### src/rtl/bcd_xs3_seq_converter.sv
// Multi-digit BCD <-> Excess-3 converter: accepts a packed word, converts one
// digit per clock (LSD first), then holds the result until the consumer takes it.
module bcd_xs3_seq_converter #(
    parameter int DIGITS = 4
) (
    input  logic                  clk,
    input  logic                  rst,
    input  logic                  in_valid,
    output logic                  in_ready,
    input  logic                  mode,
    input  logic [4*DIGITS-1:0]   din,
    output logic                  out_valid,
    input  logic                  out_ready,
    output logic [4*DIGITS-1:0]   dout,
    output logic [DIGITS-1:0]     err_mask,
    output logic                  busy
);

    localparam int IDX_W = (DIGITS > 1) ? $clog2(DIGITS) : 1;

    typedef enum logic [1:0] {
        IDLE = 2'd0,
        CONV = 2'd1,
        DONE = 2'd2
    } state_t;

    state_t               state_q, state_d;
    logic [IDX_W-1:0]     idx_q, idx_d;
    logic [4*DIGITS-1:0]  din_q, din_d;
    logic                 mode_q, mode_d;
    logic [4*DIGITS-1:0]  dout_q, dout_d;
    logic [DIGITS-1:0]    err_q, err_d;

    logic [3:0]           cur_nib;
    logic [4:0]           conv_res;

    // Returns {illegal, nibble}; an illegal code maps to 4'hF with the flag set.
    function automatic logic [4:0] conv_digit(input logic [3:0] nib, input logic m);
        logic [4:0] res;
        res = {1'b1, 4'hF};
        if (!m) begin
            if (nib <= 4'd9)
                res = {1'b0, nib + 4'd3};
        end else begin
            if (nib >= 4'd3 && nib <= 4'd12)
                res = {1'b0, nib - 4'd3};
        end
        return res;
    endfunction

    always_comb begin
        cur_nib = din_q[3:0];
        for (int k = 0; k < DIGITS; k++) begin
            if (idx_q == IDX_W'(k))
                cur_nib = din_q[4*k +: 4];
        end
        conv_res = conv_digit(cur_nib, mode_q);
    end

    always_comb begin
        // NOTE: every signal driven here gets a default first so no path leaves it unassigned (no latch).
        state_d = state_q;
        idx_d   = idx_q;
        din_d   = din_q;
        mode_d  = mode_q;
        dout_d  = dout_q;
        err_d   = err_q;

        unique case (state_q)
            IDLE: begin
                if (in_valid) begin
                    din_d   = din;
                    mode_d  = mode;
                    dout_d  = '0;
                    err_d   = '0;
                    idx_d   = '0;
                    state_d = CONV;
                end
            end
            CONV: begin
                for (int k = 0; k < DIGITS; k++) begin
                    if (idx_q == IDX_W'(k)) begin
                        dout_d[4*k +: 4] = conv_res[3:0];
                        err_d[k]         = conv_res[4];
                    end
                end
                if (idx_q == IDX_W'(DIGITS - 1)) begin
                    idx_d   = '0;
                    state_d = DONE;
                end else begin
                    idx_d = idx_q + 1'b1;
                end
            end
            DONE: begin
                if (out_ready)
                    state_d = IDLE;
            end
            default: state_d = IDLE;
        endcase
    end

    // NOTE: sequential state uses non-blocking assignments so all registers update from pre-edge values.
    always_ff @(posedge clk) begin
        if (rst) begin
            state_q <= IDLE;
            idx_q   <= '0;
            din_q   <= '0;
            mode_q  <= 1'b0;
            dout_q  <= '0;
            err_q   <= '0;
        end else begin
            state_q <= state_d;
            idx_q   <= idx_d;
            din_q   <= din_d;
            mode_q  <= mode_d;
            dout_q  <= dout_d;
            err_q   <= err_d;
        end
    end

    // Handshake flags are decoded from the state register only.
    assign in_ready  = (state_q == IDLE);
    assign out_valid = (state_q == DONE);
    assign busy      = (state_q != IDLE);
    assign dout      = dout_q;
    assign err_mask  = err_q;

endmodule

### config.mk
export PLATFORM = sky130hd
export DESIGN_NAME = bcd_xs3_seq_converter
export DESIGN_NICKNAME = d
export VERILOG_FILES = /design/src/rtl/bcd_xs3_seq_converter.sv
export SDC_FILE = /design/constraint.sdc
export NUM_CORES = 1
export LEC_CHECK = 0
export ABC_AREA = 0
export ABC_CLOCK_PERIOD_IN_PS = 4800
export CAP_MARGIN = 0
export CORE_ASPECT_RATIO = 1.4
export CORE_MARGIN = 8
export CORE_UTILIZATION = 51
export DETAILED_ROUTE_END_ITERATION = 6
export PLACE_DENSITY = 0.84
export SLEW_MARGIN = 20
export SYNTH_ARGS = -nofsm -noshare
export SYNTH_HDL_FRONTEND = slang
export SYNTH_SLANG_ARGS = --single-unit
export TNS_END_PERCENT = 10
### constraint.sdc
create_clock -name clk -period 4.8 [get_ports clk]
set_clock_uncertainty 0.15 [all_clocks]
set_input_delay 0.96 -clock clk [delete_from_list [all_inputs] [get_ports clk]]
set_output_delay 0.96 -clock clk [all_outputs]
set_load 0.005 [all_outputs]
==> out/qor.txt, run 1 <==
Fillers = 308
Hold-fix buffers, CTS = 0
most frequent cells after synthesis = dfxtp_1 (41), nand2_1 (40), a21oi_1 (25)
Max clock buf depth = 2
worst hold path startpoint = din_q[7]$_SDFFE_PP0P_
Critical Path Start Type = flop
Leak = 0.8877 nW
Crit path required time = 4880 ps
final cell count without fillers = 303
leading post-synthesis cells by cell area = dfxtp_1 (43%), nand2_1 (7.8%), a21oi_1 (6.5%), a32oi_1 (3.7%), nor2_1 (2.7%)
setup tns final = 0 ps
Initial DRC Count = 80
I/O pins = 44
Yosys warnings = 0
Max Fclk = 0.3151 GHz
Setup Buffers After CTS = 0
Cell Area, Synth = 1914 sq um
maximum vdd drop = 0.0002394 V
H-tree Lvls = 2
Layout area overhead = 26.99%
crit end category = flop
final hold violation count = 0
worst-margin pin slew = 873.8 ps
final instance area = 2431 sq um
total power = 0.7245 mW
CP Max Fanout = 15
mean post-synth cell area = 8.584 sq um
Die Height = 88.49 microns
clock tree from TritonCTS = yes
# setup viols final = 0
min-delay worst type = flop to flop
Die ar. = 5998 sq um
vias = 1680
CTS root buffer = clkbuf_8
total grt overflow = 0
Final period util = 66.12%
largest net degree at the start of global routing = 26
number of synthesized flops with an enable pin = 0
Post-DP Area = 2327 sq um
worst setup path start = idx_q[0]$_SDFFE_PP0P_
library cells used by synthesis = 41
status = complete, no violations
Yosys reg bits = 41
Top FF cell, synth = dfxtp_1
cells after synthesis = 223
share of cells above drive strength 1 = 6.130%
final critical-path required period = 3174 ps
DR DRC count = 0
Row Count = 26
largest area contributor in the netlist = dfxtp_1
first-pass detailed-route iteration total = 4
HPWL after DPL = 3.107 mm
RSZ-0062 raised after global routing = false
Final Net Count = 285
Setup CP Type = flop to flop
number of global-route vias before repair = 1656
PortBufs = 43
Post-Syn Nets = 248
cts repair resizes = 0
worst flop-to-flop path startpoint = idx_q[0]$_SDFFE_PP0P_
Routed Antenna Nets = 0
first-pass GRT wire length = 7.334 mm
cell area power density = 298.0 nW/um^2
most frequent cell after synthesis = dfxtp_1
GP Congestion = 0.9118
Overall Global Routing Usage = 15.49%
Final Slew Violations = 0
top cell type's share of synthesized area = 42.88%
clk sinks = 41
post-DR wirelength/cell = 13.75 microns
Placed Instances = 295
Die X = 67.78 microns
clk slew on worst S/H paths = 70 ps
n_diodes = 0
WL final = 4.167 mm
Relative slew margins = 41.56%
async set-reset flop share out of synthesis = 0%
Initial Util = 53.01%
register area share after synthesis = 42.88%
Num CTS Buffers = 5
max_cap viols = 0
Util after Layout = 67.33%
clock latency on the worst-skew pair = 290 ps
Arr. time, crit path = 3250 ps
antenna violations before repair = 0
Core Area = 3611 sq um
vias per cell = 5.545
stage by stage:
step                      setup WS [ps]  hold slack (ps)
after floorplan                    2346            285.7
after global placement             1817            293.4
after detailed placement           1705            298.1
after CTS                          1633            307.7
after global routing               1259            324.8
final                              1626            304.7
final cells by class:
type | instances | area (sq um) | area share [%]
Tap cell | 42 | 52.55 | 2.162
Clock buffer | 7 | 96.34 | 3.963
Multi-Input combinational cell | 159 | 984.7 | 40.50
Inverter | 9 | 33.78 | 1.390
Clock inverter | 1 | 5.005 | 0.2059
Sequential cell | 41 | 820.8 | 33.76
Timing Repair Buffer | 44 | 437.9 | 18.01
registers in the layout, summed over array words and instances (netlist names):
| name | count |
|---|---|
| dout | 16 |
| err_mask | 4 |
| state_q | 2 |
| idx_q | 2 |
| din_q | 16 |
| mode_q | 1 |
placed cells by master (no fill, tap or decap), types with 5 or more instances in the layout:
master and count:
nand2_1 40, a21oi_1 25, dfxtp_1 41, nor2b_1 6
inv_1 8, nand3_1 9, mux2i_1 5, clkbuf_8 7
clkdlybuf4s50_1 43, o21ai_1 8, nor2_1 14, a32oi_1 8
metal layers:
metal	up-vias	track usage [%]	routed length (microns)	share of wire, %
met4	0	4.860	53	1.3
met5	-	0	0	0
met1	774	16.06	1763	42
li1	863	-	-	-
met3	5	4.563	232	5.6
met2	38	28.61	2117	51
worst max-delay path: stages, from the launching register on:
cell and delay [ps]:
dfxtp_1 410, ha_1 560, nor2_2 170, a221oi_2 690, or2_1 270, a211oi_1 90
nor4_1 550, mux2_1 220
worst paths after layout:
check                                                end  slack (ps)  cells after the start
worst max-delay path            err_mask[0]$_SDFFE_PP0P_        1630                      7
worst min-delay path               din_q[7]$_SDFFE_PP0P_         300                      2
worst max register to register  err_mask[0]$_SDFFE_PP0P_        1630                      7
worst min register to register     din_q[7]$_SDFFE_PP0P_         300                      2
logic make-up (layout without fill, tap and decap cells):
| kind of cell | count (synthesis) | in the layout | synth area share, % |
|---|---|---|---|
| flip-flops | 41 | 41 | 42.88 |
| AO/OA/AOI/OAI | 62 | 62 | 23.33 |
| AND/OR/NAND/NOR | 84 | 84 | 20.39 |
| buffers and inverters | 23 | 61 | 5.817 |
| multiplexers | 9 | 9 | 4.967 |
| adder cells (fa/ha/maj) | 4 | 4 | 2.614 |
report_power, final:
group	internal (mW)	total, mW	switching, mW
Sequential	0.354	0.363	0.00888
Combinational	0.0567	0.122	0.0650
Clock	0.130	0.240	0.110
Power figures use the tool's default switching activity.
==> run 2: changes to the inputs <==
--- a/config.mk
+++ b/config.mk
@@ -6,13 +6,13 @@
 export NUM_CORES = 1
 export LEC_CHECK = 0
 export ABC_AREA = 0
-export ABC_CLOCK_PERIOD_IN_PS = 4800
+export ABC_CLOCK_PERIOD_IN_PS = 3100
 export CAP_MARGIN = 0
 export CORE_ASPECT_RATIO = 1.4
 export CORE_MARGIN = 8
-export CORE_UTILIZATION = 51
+export CORE_UTILIZATION = 49
 export DETAILED_ROUTE_END_ITERATION = 6
-export PLACE_DENSITY = 0.84
+export PLACE_DENSITY = 0.81
 export SLEW_MARGIN = 20
 export SYNTH_ARGS = -nofsm -noshare
 export SYNTH_HDL_FRONTEND = slang
==> constraint.sdc (replaced) <==
create_clock -name clk -period 3.1 [get_ports clk]
set_clock_uncertainty 0.15 [all_clocks]
set_input_delay 0.62 -clock clk [delete_from_list [all_inputs] [get_ports clk]]
set_output_delay 0.62 -clock clk [all_outputs]
set_load 0.005 [all_outputs]
==> out/qor.txt, run 2 (synthesized netlist as in run 1, its figures left out) <==
Crit path required time = 3190 ps (-1690 ps)
setup tns final = 0 ps (unchanged)
Core Area = 3851 sq um (+6.7%)
GP Congestion = 0.8937 (-2.0%)
Arr. time, crit path = 2830 ps (-420 ps)
CP max stage delay = 500 ps (-190 ps)
Slowest-stage cell, CP = a221oi_4
total power = 1.099 mW (+52%)
Crit path max-delay family = simple AND/OR/NAND/NOR gates
Overall Global Routing Usage = 14.86% (-0.64 points)
WL final = 4.285 mm (+2.8%)
CTS root buffer = clkbuf_8
Layout area overhead = 28.30%
vias per cell = 5.436 (-1.9%)
Hold-fix buffers, CTS = 0 (unchanged)
most frequent cells in the layout = clkdlybuf4s50_1 (43), dfxtp_1 (41), nand2_1 (40)
Final period util = 88.42% (+22 points)
Sw Pwr = 0.2831 mW (+54%)
status = complete, no violations
final hold violation count = 0 (unchanged)
Relative slew margins = 65.03% (+23 points)
clock tree from TritonCTS = yes
Die ar. = 6191 sq um (+3.2%)
multi-input logic area = 993.5 sq um (+0.89%)
max_cap viols = 0 (unchanged)
clk slew on worst S/H paths = 70 ps (about the same)
first-pass GRT wire length = 7.396 mm (+0.85%)
PortBufs = 43 (unchanged)
Clk network pwr share = 31.2% (-1.9 points)
antenna violations before repair = 0 (unchanged)
Fillers = 337 (+9.4%)
maximum vdd drop = 0.0003543 V (+48%)
worst path buffer plus inverter count = 1 (+1)
final critical-path required period = 2741 ps (-432.6 ps)
Row Count = 27 (+3.8%)
HPWL after DPL = 3.239 mm (+4.2%)
H-tree Lvls = 2 (unchanged)
largest net degree at the start of global routing = 27 (+3.8%)
n_diodes = 0 (unchanged)
Initial Util = 49.71% (-3.3 points)
crit end category = flop
Max Fclk = 0.3648 GHz (+16%)
post-DR wirelength/cell = 13.96 microns (+1.5%)
final cell count without fillers = 307 (+1.3%)
Setup CP Type = flop to flop
total grt overflow = 0 (unchanged)
clk sinks = 41 (unchanged)
Final Slew Violations = 0 (unchanged)
CP Max Fanout = 12 (-3)
worst-margin pin slew = 522.6 ps (-351.2 ps)
Num CTS Buffers = 5 (unchanged)
most common cell after layout, fill and taps aside = clkdlybuf4s50_1
RSZ-0062 raised after global routing = false
# setup viols final = 0 (unchanged)
Die Height = 89.96 microns (+1.7%)
Initial DRC Count = 82 (+2.5%)
Die X = 68.83 microns (+1.5%)
Cell Int Power = 0.8161 mW (+51%)
Max clock buf depth = 2 (unchanged)
Routed Antenna Nets = 0 (unchanged)
Placed Instances = 300 (+1.7%)
combinational group share of total power = 17.6% (+0.8 points)
DR DRC count = 0 (unchanged)
cell area power density = 447.5 nW/um^2 (+50%)
clock latency on the worst-skew pair = 290 ps (about the same)
Seq pwr share = 51.2% (+1.1 points)
Critical Path Start Type = flop
share of cells above drive strength 1 = 6.439% (+0.31 points)
worst-path cell chain = inv_1, ha_1, mux2i_1, a221oi_4, or2_1, a211oi_1, nor4_1, mux2_1
Final Net Count = 289 (+1.4%)
I/O pins = 44 (unchanged)
Leak = 0.8993 nW (+1.3%)
min-delay worst type = flop to flop
first-pass detailed-route iteration total = 4 (unchanged)
number of global-route vias before repair = 1656 (unchanged)
FF+latch area = 820.8 sq um (unchanged)
Sw Ratio = 25.76% (+0.40 points)
vias = 1669 (-0.65%)
[run 2: cell types whose count changed in the layout (fill, tap and decap cells not counted)]
cell	before	now
a221oi_4	1	2
clkbuf_1	0	1
clkbuf_8	7	6
buf_4	1	5
clkinv_2	1	0
nor2b_2	1	0
a221oi_2	1	0
nor2b_1	6	7
[run 2: layout make-up]
type | instances | share of cell area (%)
Clock buffer | 7 | 3.515
Timing Repair Buffer | 48 | 19.05
Multi-Input combinational cell | 159 | 40.45
Sequential cell | 41 | 33.42
Inverter | 9 | 1.375
Tap cell | 43 | 2.191
[run 2: final timing paths]
| kind | startpoint | end | slack, ps | cells after the start |
|---|---|---|---|---|
| hold reg to reg | dout[6]$_SDFFE_PP0P_ | dout[6]$_SDFFE_PP0P_ | 310 | 2 |
| hold / removal | dout[6]$_SDFFE_PP0P_ | dout[6]$_SDFFE_PP0P_ | 310 | 2 |
| setup reg to reg | idx_q[1]$_SDFFE_PP0P_ | err_mask[2]$_SDFFE_PP0P_ | 360 | 8 |
| setup / recovery | idx_q[1]$_SDFFE_PP0P_ | err_mask[2]$_SDFFE_PP0P_ | 360 | 8 |
[run 2: stage by stage]
| step | utilization [%] | area [sq um] | setup slack [ps] | hold WS (ps) |
|---|---|---|---|---|
| after floorplan | - | 1914 | 645.9 | 285.7 |
| after global placement | 61.24 | 2359 | 343.8 | 291.4 |
| after detailed placement | 61.24 | 2359 | 225.0 | 301.8 |
| after CTS | 63.48 | 2445 | 202.5 | 312.0 |
| after global routing | 63.78 | 2456 | 165.0 | 329.0 |
| final | 63.78 | 2456 | 358.9 | 306.7 |
[run 2: layer usage]
metal / wire length (microns) / vias to the layer above / track usage (%)
met5: 0 / - / 0
met4: 97 / 0 / 7.395
met3: 222 / 8 / 3.602
met2: 2213 / 51 / 24.36
met1: 1752 / 746 / 16.95
li1: - / 864 / -
[run 2: tightest hold or removal path: stages (launching register included)]
cell and delay, ps:
dfxtp_1 310, nand3_1 50, o21ai_1 50
[run 2: power groups by stage]
stage | registers [mW] | logic, mW | clock network (mW)
final | 0.563 | 0.193 | 0.343
after global placement | 0.574 | 0.186 | 0
after global routing | 0.565 | 0.215 | 0.378
after CTS | 0.563 | 0.191 | 0.352
after floorplan | 0.572 | 0.125 | 0
after detailed placement | 0.575 | 0.189 | 0
[run 2: repair_timing]
item                                    in CTS  in global routing
resized for setup                            0                  1
setup buffers                                0                  0
endpoints found under the setup margin       0                  4
